$ cat config.mk
export PLATFORM = sky130hd
export DESIGN_NAME = comparator_bist_flat
export DESIGN_NICKNAME = d
export VERILOG_FILES = /design/src/rtl/comparator_bist_if.sv /design/src/rtl/comparator_bist.sv /design/src/flat_wrapper.sv
export SDC_FILE = /design/constraint.sdc
export NUM_CORES = 1
export LEC_CHECK = 0
export CORE_AREA = 2 2 66 68
export CTS_BUF_LIST = sky130_fd_sc_hd__clkbuf_2
export CTS_CLUSTER_DIAMETER = 30
export DETAILED_ROUTE_END_ITERATION = 8
export DIE_AREA = 0 0 68 70
export PLACE_DENSITY = 0.76
export SLEW_MARGIN = 10
export SYNTH_ARGS = -nofsm -noshare
export SYNTH_HDL_FRONTEND = slang
export SYNTH_SLANG_ARGS = --single-unit
$ cat constraint.sdc
create_clock -name clk -period 2.48 [get_ports clk]
set_clock_uncertainty 0.15 [all_clocks]
set_input_delay 0.496 -clock clk [delete_from_list [all_inputs] [get_ports clk]]
set_output_delay 0.496 -clock clk [all_outputs]
set_load 0.005 [all_outputs]
$ cat src/rtl/comparator_bist_if.sv
// Operand/flag bus between the BIST engine and the magnitude comparator under test.
// The master modport is the BIST side; the slave modport is the comparator side.
interface comparator_bist_if #(
    parameter int unsigned WIDTH = 4
);
    logic [WIDTH-1:0] dut_a;
    logic [WIDTH-1:0] dut_b;
    logic             dut_gt;
    logic             dut_lt;
    logic             dut_eq;

    modport master (
        output dut_a,
        output dut_b,
        input  dut_gt,
        input  dut_lt,
        input  dut_eq
    );

    modport slave (
        input  dut_a,
        input  dut_b,
        output dut_gt,
        output dut_lt,
        output dut_eq
    );
endinterface

$ cat src/rtl/comparator_bist.sv
// Exhaustive built-in self-test for a WIDTH-bit magnitude comparator: sweeps every {A,B} pair,
// checks gt/lt/eq against an internal golden model, counts mismatches and keeps the first one.
module comparator_bist #(
    parameter int unsigned WIDTH         = 4,
    parameter int unsigned SETTLE_CYCLES = 1
) (
    input  logic               clk,
    input  logic               rst_n,
    input  logic               start_i,
    comparator_bist_if.master  cmp,
    output logic               busy_o,
    output logic               done_o,
    output logic               pass_o,
    output logic [2*WIDTH:0]   err_count_o,
    output logic [WIDTH-1:0]   fail_a_o,
    output logic [WIDTH-1:0]   fail_b_o
);

    localparam int unsigned CntW = (SETTLE_CYCLES > 1) ? $clog2(SETTLE_CYCLES) : 1;
    localparam logic [CntW-1:0] SettleLast = CntW'(SETTLE_CYCLES - 1);

    typedef enum logic [1:0] {StIdle, StSettle, StCheck, StDone} state_e;

    state_e             state_q;
    logic [WIDTH-1:0]   a_q;
    logic [WIDTH-1:0]   b_q;
    logic [CntW-1:0]    cnt_q;
    logic [2*WIDTH:0]   err_q;
    logic [WIDTH-1:0]   fail_a_q;
    logic [WIDTH-1:0]   fail_b_q;
    logic               first_seen_q;
    logic               busy_q;
    logic               done_q;
    logic               pass_q;

    logic               mismatch;
    logic               last_pair;

    // Any flag differing from the golden value counts, so non-one-hot flag sets are caught.
    assign mismatch  = (cmp.dut_gt != (a_q > b_q)) ||
                       (cmp.dut_lt != (a_q < b_q)) ||
                       (cmp.dut_eq != (a_q == b_q));
    assign last_pair = &{a_q, b_q};

    always_ff @(posedge clk or negedge rst_n) begin
        if (!rst_n) begin
            state_q      <= StIdle;
            a_q          <= '0;
            b_q          <= '0;
            cnt_q        <= '0;
            err_q        <= '0;
            fail_a_q     <= '0;
            fail_b_q     <= '0;
            first_seen_q <= 1'b0;
            busy_q       <= 1'b0;
            done_q       <= 1'b0;
            pass_q       <= 1'b0;
        end else begin
            unique case (state_q)
                StIdle, StDone: begin
                    if (start_i) begin
                        a_q          <= '0;
                        b_q          <= '0;
                        cnt_q        <= '0;
                        err_q        <= '0;
                        fail_a_q     <= '0;
                        fail_b_q     <= '0;
                        first_seen_q <= 1'b0;
                        busy_q       <= 1'b1;
                        done_q       <= 1'b0;
                        pass_q       <= 1'b0;
                        state_q      <= StSettle;
                    end
                end
                StSettle: begin
                    if (cnt_q == SettleLast) begin
                        cnt_q   <= '0;
                        state_q <= StCheck;
                    end else begin
                        cnt_q <= cnt_q + 1'b1;
                    end
                end
                StCheck: begin
                    if (mismatch) begin
                        err_q <= err_q + 1'b1;
                        if (!first_seen_q) begin
                            first_seen_q <= 1'b1;
                            fail_a_q     <= a_q;
                            fail_b_q     <= b_q;
                        end
                    end
                    if (last_pair) begin
                        busy_q  <= 1'b0;
                        done_q  <= 1'b1;
                        pass_q  <= (err_q == '0) && !mismatch;
                        state_q <= StDone;
                    end else begin
                        // B is the low half of one 2*WIDTH-bit pair counter.
                        {a_q, b_q} <= {a_q, b_q} + 1'b1;
                        state_q    <= StSettle;
                    end
                end
                default: state_q <= StIdle;
            endcase
        end
    end

    assign cmp.dut_a   = a_q;
    assign cmp.dut_b   = b_q;
    assign busy_o      = busy_q;
    assign done_o      = done_q;
    assign pass_o      = pass_q;
    assign err_count_o = err_q;
    assign fail_a_o    = fail_a_q;
    assign fail_b_o    = fail_b_q;

endmodule
$ cat src/flat_wrapper.sv
// flat-port wrapper written by rule: the top's interface ports become plain ports
module comparator_bist_flat 
#(
    parameter int unsigned WIDTH         = 4,
    parameter int unsigned SETTLE_CYCLES = 1
)
  (clk, rst_n, start_i, busy_o, done_o, pass_o, err_count_o, fail_a_o, fail_b_o, cmp_dut_a, cmp_dut_b, cmp_dut_gt, cmp_dut_lt, cmp_dut_eq);
  comparator_bist_if #(.WIDTH(WIDTH)) cmp_i ();
  input  logic clk;
  input  logic rst_n;
  input  logic start_i;
  output logic busy_o;
  output logic done_o;
  output logic pass_o;
  output logic [2*WIDTH:0] err_count_o;
  output logic [WIDTH-1:0] fail_a_o;
  output logic [WIDTH-1:0] fail_b_o;
  output wire logic [$bits(cmp_i.dut_a)-1:0] cmp_dut_a;
  output wire logic [$bits(cmp_i.dut_b)-1:0] cmp_dut_b;
  input wire logic [$bits(cmp_i.dut_gt)-1:0] cmp_dut_gt;
  input wire logic [$bits(cmp_i.dut_lt)-1:0] cmp_dut_lt;
  input wire logic [$bits(cmp_i.dut_eq)-1:0] cmp_dut_eq;
  assign cmp_dut_a = cmp_i.dut_a;
  assign cmp_dut_b = cmp_i.dut_b;
  assign cmp_i.dut_gt = cmp_dut_gt;
  assign cmp_i.dut_lt = cmp_dut_lt;
  assign cmp_i.dut_eq = cmp_dut_eq;
  comparator_bist #(.WIDTH(WIDTH), .SETTLE_CYCLES(SETTLE_CYCLES)) u_core (.clk(clk), .rst_n(rst_n), .start_i(start_i), .cmp(cmp_i), .busy_o(busy_o), .done_o(done_o), .pass_o(pass_o), .err_count_o(err_count_o), .fail_a_o(fail_a_o), .fail_b_o(fail_b_o));
endmodule
* After elaboration in Yosys (flattened, before gate mapping)
Index checks and enable logic that the tools add are counted.
Cells by class: add/subtract/negate cells 3, multipliers 0, div/mod/pow operators 0, order comparisons 2, equality and inequality tests 13, shifts and indexed selects 0, muxes and demuxes 30, bitwise operators 0, reductions and logical operators 16
Operators with widths (number):
- 4-bit case mux with 2 select lines | 4
- 4-bit two-way mux | 7
- 9-bit two-way mux | 2
- 9-bit case mux with 2 select lines | 1
- 1-bit case mux with 2 select lines | 5
- 9-bit by 1-bit adder with 9-bit output, second input constant | 1
- 9-bit zero test | 1
- 3-bit AND reduction | 3
- 8-bit by 1-bit adder with 8-bit output, second input constant | 1
- 2-bit inequality test, second input constant | 4
- 8-bit AND reduction | 1
- 1-bit two-way mux | 7
- 2-bit two-way mux | 3
- 2-bit case mux with 3 select lines | 1
- 2-bit == test, second input constant | 2
- 4-bit == test | 1
- 4-bit > comparator | 1
- 4-bit less-than comparator | 1
- 2-bit by 1-bit inequality test with 1-bit output, second input constant | 2
- 2-bit AND reduction | 2
- 4-bit AND reduction | 1
- 2-bit nonzero test | 2
- 1-bit inequality test | 3
- 2-bit by 1-bit == test with 1-bit output, second input constant | 1
- 6 further kinds | 7
Storage, ports and cells: register bits 32, latch bits 0, bits in writable memories 0, bits in read-only memories 0, input port bits 6, memories kept 0

* Longest topological paths before layout
depth after elaboration 8, mapped depth 11, gate-level depth less buffers 7

* Worst setup path before layout
No wires, ideal clock.
kind reg-to-reg, start point register u_core.b_q[3], in the netlist u_core.cmp.dut_b[3], end point register u_core.fail_a_q[3], in the netlist u_core.fail_a_o[3], setup time 0.099 ns, data arrival time 2.157 ns, data required time 2.231 ns, path slack 0.075 ns, stages on the path, launching flop included 11, buffers on the path 3, clock period less this slack 2.405 ns, path through dfrtp_1 -> inv_1 -> ha_1 -> and4_4 -> mux2i_1 -> and3_4 -> buf_6 -> or3_1 -> buf_6 -> buf_6 -> o311ai_4
On the way: cells in the longest elaborated chain, start to end 6
Ends and longest elaborated chain:
- from (decl) | line comparator_bist.sv:26 | logic [WIDTH-1:0] b_q;
- from (signal assigned) | line comparator_bist.sv:99 | {a_q, b_q} <= {a_q, b_q} + 1'b1;
- 4-bit > comparator or 4-bit less-than comparator (tied branches) | line comparator_bist.sv:40, comparator_bist.sv:41
- 1-bit inequality test (on tied branches) | line comparator_bist.sv:40, comparator_bist.sv:41
- 1-bit logical OR | line comparator_bist.sv:40 | assign mismatch = (cmp.dut_gt != (a_q > b_q)) ||
- 1-bit logical OR * | line comparator_bist.sv:41 | (cmp.dut_lt != (a_q < b_q)) ||
- 2-bit by 1-bit inequality test with 1-bit output (no line) *
- 4-bit AND reduction (no line) *
- to (signal assigned) | line comparator_bist.sv:88 | fail_a_q <= a_q;
- to (decl) | line comparator_bist.sv:29 | logic [WIDTH-1:0] fail_a_q;
Mark *: on every way between the ends. The rest lies on a longest branch, timed or not. A chain may end at the register's enable or synchronous reset.

* Worst setup path after layout
start point register u_core.b_q[3], in the netlist u_core.cmp.dut_b[3], end point register u_core.err_q[6], in the netlist u_core.err_count_o[6]
On the way: cells in the longest elaborated chain, start to end 6
Ends and longest elaborated chain:
- 4-bit > comparator or 4-bit less-than comparator (tied branches) | line comparator_bist.sv:40, comparator_bist.sv:41
- 1-bit inequality test (on tied branches) | line comparator_bist.sv:40, comparator_bist.sv:41
- 1-bit logical OR | line comparator_bist.sv:40
- 1-bit logical OR * | line comparator_bist.sv:41
- 2-bit by 1-bit inequality test with 1-bit output (no line) *
- 3-bit AND reduction (no line) *
- to (signal assigned) | line comparator_bist.sv:85 | err_q <= err_q + 1'b1;
- to (decl) | line comparator_bist.sv:28 | logic [2*WIDTH:0] err_q;
Marks and branches as above.

==> impl_summary.log <==
[metrics] Pre-Repair DR Iteration Count: 4
[metrics] Synth top cells by count: 31 x sky130_fd_sc_hd__dfrtp_1, 23 x sky130_fd_sc_hd__nand2_1, 14 x sky130_fd_sc_hd__o31ai_1
[metrics] post-synthesis mux area share: 4.404%
[metrics] boundary pin count: 34
[metrics] worst-skew pair later-pin latency: 0.39 ns
[metrics] setup repair after global routing missed its margin: false
[metrics] outcome: complete, no violations
[metrics] Yosys warning count: 0
[metrics] HPWL after DPL: roughly 3200 µm
[metrics] TritonCTS sink count: 31
[metrics] GR met3 Demand/Resource: 3.382%
[metrics] largest area contributor in the netlist: sky130_fd_sc_hd__dfrtp_1
[metrics] Worst Setup End Kind: register
[metrics] detail-routed via count per cell: 5.624
[metrics] Max rail drop VDD: between 0.0002 and 0.00025 V
[metrics] Final Hold Violating Endpoints: 0
[metrics] die area: 4760 µm²
[metrics] number of clock buffers inserted by TritonCTS: 5
[metrics] Worst Max-Slew Pin Slew: 0.4608 ns
[metrics] class of the most critical setup path: register to register
[metrics] final cycle utilization of the critical path: 97.69%
[metrics] largest stage delay on the critical path: 0.42 ns
[metrics] maximum root-to-sink buffer count: 2
[metrics] share of final-layout standard cells stronger than drive strength 1: 19.92%
[metrics] global routing's busiest layer: met2
[metrics] TNS Setup: 0 ns
[metrics] PnR worst setup slack: 0.05717 ns
[metrics] fraction of registers with async set/reset: 100.0%
[metrics] most repeated cell in the gate-level netlist after synthesis: sky130_fd_sc_hd__dfrtp_1
[metrics] max-capacitance violation count: 0
[metrics] compound-cell area share of the yosys netlist: 19.30%
[metrics] syn nets: between 200 and 250
[metrics] share of total power in the clock network: 16.7%
[metrics] area growth from synthesis to final layout: 27.98%
[metrics] adder-cell area share of the yosys netlist: 6.477%
[metrics] post-synthesis register bit count: 31
[metrics] final layout net count: 261
[metrics] PD cells: between 600 and 700 nW/µm²
[metrics] GR met1 Demand/Resource: 28.66%
[metrics] most frequently used flop master after synthesis: sky130_fd_sc_hd__dfrtp_1
[metrics] post-synthesis sequential area ratio: 40.16%
[metrics] critical-path cell list: inv_1, ha_1, and4_4, mux2i_1, and3_4, or3_4, buf_4, o311ai_1
[metrics] Fmax achieved: roughly 410 MHz
[metrics] share of the synthesized area in the top cell type: roughly two fifths
[metrics] Die X: ~68 µm
[metrics] initial standard-cell utilization of the core: approximately 47%
[metrics] Switching Power: 0.5302 mW
[metrics] DRC marker count from the first detailed-route iteration: 130
[metrics] worst hold slack: 0.3161 ns
[metrics] top post-synthesis cells by area: sky130_fd_sc_hd__dfrtp_1 40%, sky130_fd_sc_hd__ha_1 6.5%, sky130_fd_sc_hd__o31ai_1 5.4%
[metrics] number of synthesized flops with an enable pin: 0
[metrics] maximum fanout along the worst path: 7
[metrics] Clock Pin Slew Worst Setup and Hold Paths: 0.17 ns
[metrics] mean post-synth cell area: about 9.8 µm²
[metrics] number of library cell types mapped by synthesis: 38
[metrics] diode insertion count for antenna repair: 0
[metrics] shortest clock period the worst path allows after layout: 2.423 ns
[metrics] Core ar.: 4144 µm²
[metrics] Slew Limit Fails: 0
[metrics] sequential group share of total power: 48.1%
[metrics] global-route wire length before repair: around 7200 µm
[metrics] antenna viol nets, final: 0
[metrics] worst path arrival time: between 2 and 3 ns
[metrics] floorplan row count: 24
[metrics] number of setup violations in the final report: 0
[metrics] switching part of the total: 33.89%
[metrics] simple-gate portion of the synthesized area: 22.93%
[metrics] DRC: 0
[metrics] gpl congestion: 0.8184
[metrics] count of hold-fix buffers inserted at cts: 0
[metrics] Max-slew headroom: 69.11%
[metrics] combinational share of power: 35.2%
[metrics] antenna violations before repair: 0
[metrics] combinational family with the most area after synthesis: simple AND/OR/NAND/NOR gates
[metrics] xor/xnor share of the synthesized area: under 10%
[metrics] WL per Instance: between 10 and 15 µm
[metrics] GRT overflow: 0
[metrics] worst path required time: 2.63 ns
[metrics] post-synthesis instance area: slightly below 2000 µm²
[metrics] met2 track utilization from global routing: between 20% and 30%
[metrics] via count of the first global-routing pass: 1536
[metrics] Synth Instances: 197
[metrics] worst-path cell with the longest stage delay: sky130_fd_sc_hd__or3_4
[metrics] worst min-delay path category: input pin to asynchronous set/reset pin
[metrics] Port Buffer Count: 33
[metrics] post-layout power: 1.564 mW
[metrics] Root Buffer: sky130_fd_sc_hd__clkbuf_2
[metrics] internal cell power: 1.034 mW
[metrics] Die Y-Extent: 70 µm
[metrics] Setup Slack @ Placement: -0.1003 ns
[metrics] CTS tree: done
[metrics] overall routed net length: 4287 µm
[metrics] total track usage: roughly 20%
[metrics] vias post-DR: 1676
[metrics] Worst setup SP type: register
[metrics] P_leak: ~1.1 nW
[metrics] largest net degree at the start of global routing: 32
[metrics] H-tree level count: 2
-- what timing repair did --
item / in CTS / in global routing
setup endpoints to repair: 0 / 13
gates resized for setup: 0 / 4
hold endpoints to repair: 0 / 0
setup buffers: 0 / 0
-- flip-flops by register name, indices dropped and copies added (netlist names) --
signal / flops
u_core.busy_o: 1
u_core.cmp.dut_a: 4
u_core.cmp.dut_b: 4
u_core.done_o: 1
u_core.err_count_o: 9
u_core.fail_a_o: 4
u_core.fail_b_o: 4
u_core.first_seen_q: 1
u_core.pass_o: 1
u_core.state_q: 2
-- metal layers --
| layer | wire, µm | part of all wire (%) |
|---|---|---|
| met5 | 0 | 0 |
| met2 | 2024 | 47 |
| met3 | 151 | 3.5 |
| met1 | 2026 | 47 |
| met4 | 85 | 2.0 |
-- path summary, 6_finish.rpt --
kind | startpoint | endpoint | slack [ns] | depth (start not counted)
worst max-delay path | u_core.cmp.dut_b[3]$_DFFE_PN0P_ | u_core.err_count_o[6]$_DFFE_PN0P_ | 0.06 | 8
worst min register to register | u_core.busy_o$_DFFE_PN0P_ | u_core.busy_o$_DFFE_PN0P_ | 0.36 | 2
max in group asynchronous | rst_n | u_core.state_q[1]$_DFFE_PN0P_ | 1.57 | 2
worst max register to register | u_core.cmp.dut_b[3]$_DFFE_PN0P_ | u_core.err_count_o[6]$_DFFE_PN0P_ | 0.06 | 8
min in group clk | u_core.busy_o$_DFFE_PN0P_ | u_core.busy_o$_DFFE_PN0P_ | 0.36 | 2
worst min-delay path | rst_n | u_core.fail_b_o[0]$_DFFE_PN0P_ | 0.32 | 2
-- placed cells by master, fill, tap and decap left out, types with 2 or more instances in the layout --
master,netlist,layout
sky130_fd_sc_hd__o311ai_2,0,2
sky130_fd_sc_hd__nor2b_1,2,2
sky130_fd_sc_hd__o211ai_1,4,4
sky130_fd_sc_hd__o21ai_0,8,8
sky130_fd_sc_hd__o31ai_1,14,14
sky130_fd_sc_hd__inv_1,9,9
sky130_fd_sc_hd__nor4bb_1,2,2
sky130_fd_sc_hd__nand3_1,12,12
sky130_fd_sc_hd__mux2i_1,4,4
sky130_fd_sc_hd__clkdlybuf4s50_1,0,33
sky130_fd_sc_hd__a21oi_1,5,5
sky130_fd_sc_hd__and2_1,2,2
sky130_fd_sc_hd__or4b_2,2,2
sky130_fd_sc_hd__buf_4,0,20
sky130_fd_sc_hd__ha_1,10,10
sky130_fd_sc_hd__nor2_1,6,6
sky130_fd_sc_hd__xnor2_1,3,3
sky130_fd_sc_hd__clkbuf_2,0,7
sky130_fd_sc_hd__nand2_1,23,23
sky130_fd_sc_hd__nor4_1,3,3
sky130_fd_sc_hd__nand3b_1,8,8
sky130_fd_sc_hd__or3_1,3,2
sky130_fd_sc_hd__mux2_2,4,4
sky130_fd_sc_hd__o311ai_1,5,3
sky130_fd_sc_hd__dfrtp_1,31,31
sky130_fd_sc_hd__o211ai_2,7,7
sky130_fd_sc_hd__nand2b_1,6,6
-- metrics by stage --
step	cell area (µm²)	cells	utilization, %
finish	2472	298	59.66
global route	2472	298	59.66
CTS	2447	298	59.06
detailed placement	2407	290	58.09
global placement	2407	290	58.09
floorplan	1932	197	-
-- power by group through the flow --
stage	clock, mW	sequential [mW]	combinational (mW)
floorplan	0	0.738	0.274
global placement	0	0.756	0.533
detailed placement	0	0.760	0.547
CTS	0.263	0.749	0.548
global route	0.289	0.772	0.614
finish	0.261	0.752	0.551
-- cell type report --
cell class / instances / area [µm²]
clock buffer: 7 / 35.03
clock inverter: 1 / 5.005
fill: 367 / 1672
inverter: 9 / 33.78
multi-input combinational: 145 / 1077
sequential: 31 / 775.7
tap: 52 / 65.06
timing repair buffer: 53 / 480.5
-- cells by family after synthesis --
group | after synthesis
flip-flops | 31
AO/OA/AOI/OAI | 46
adder cells (fa/ha/maj) | 10
AND/OR/NAND/NOR | 78
multiplexers | 8
XOR/XNOR | 3
buffers and inverters | 21
-- critical path, delay by kind of cell (launching register included) --
kind,cells,cell delay (ns)
and+or+nand+nor,3,0.82
DFF,1,0.38
muxes,1,0.13
buffers and inverters,2,0.25
AOI/OAI and AO/OA,1,0.28
adders and majority gates,1,0.33
No activity file was read; power rests on OpenSTA's default activity.
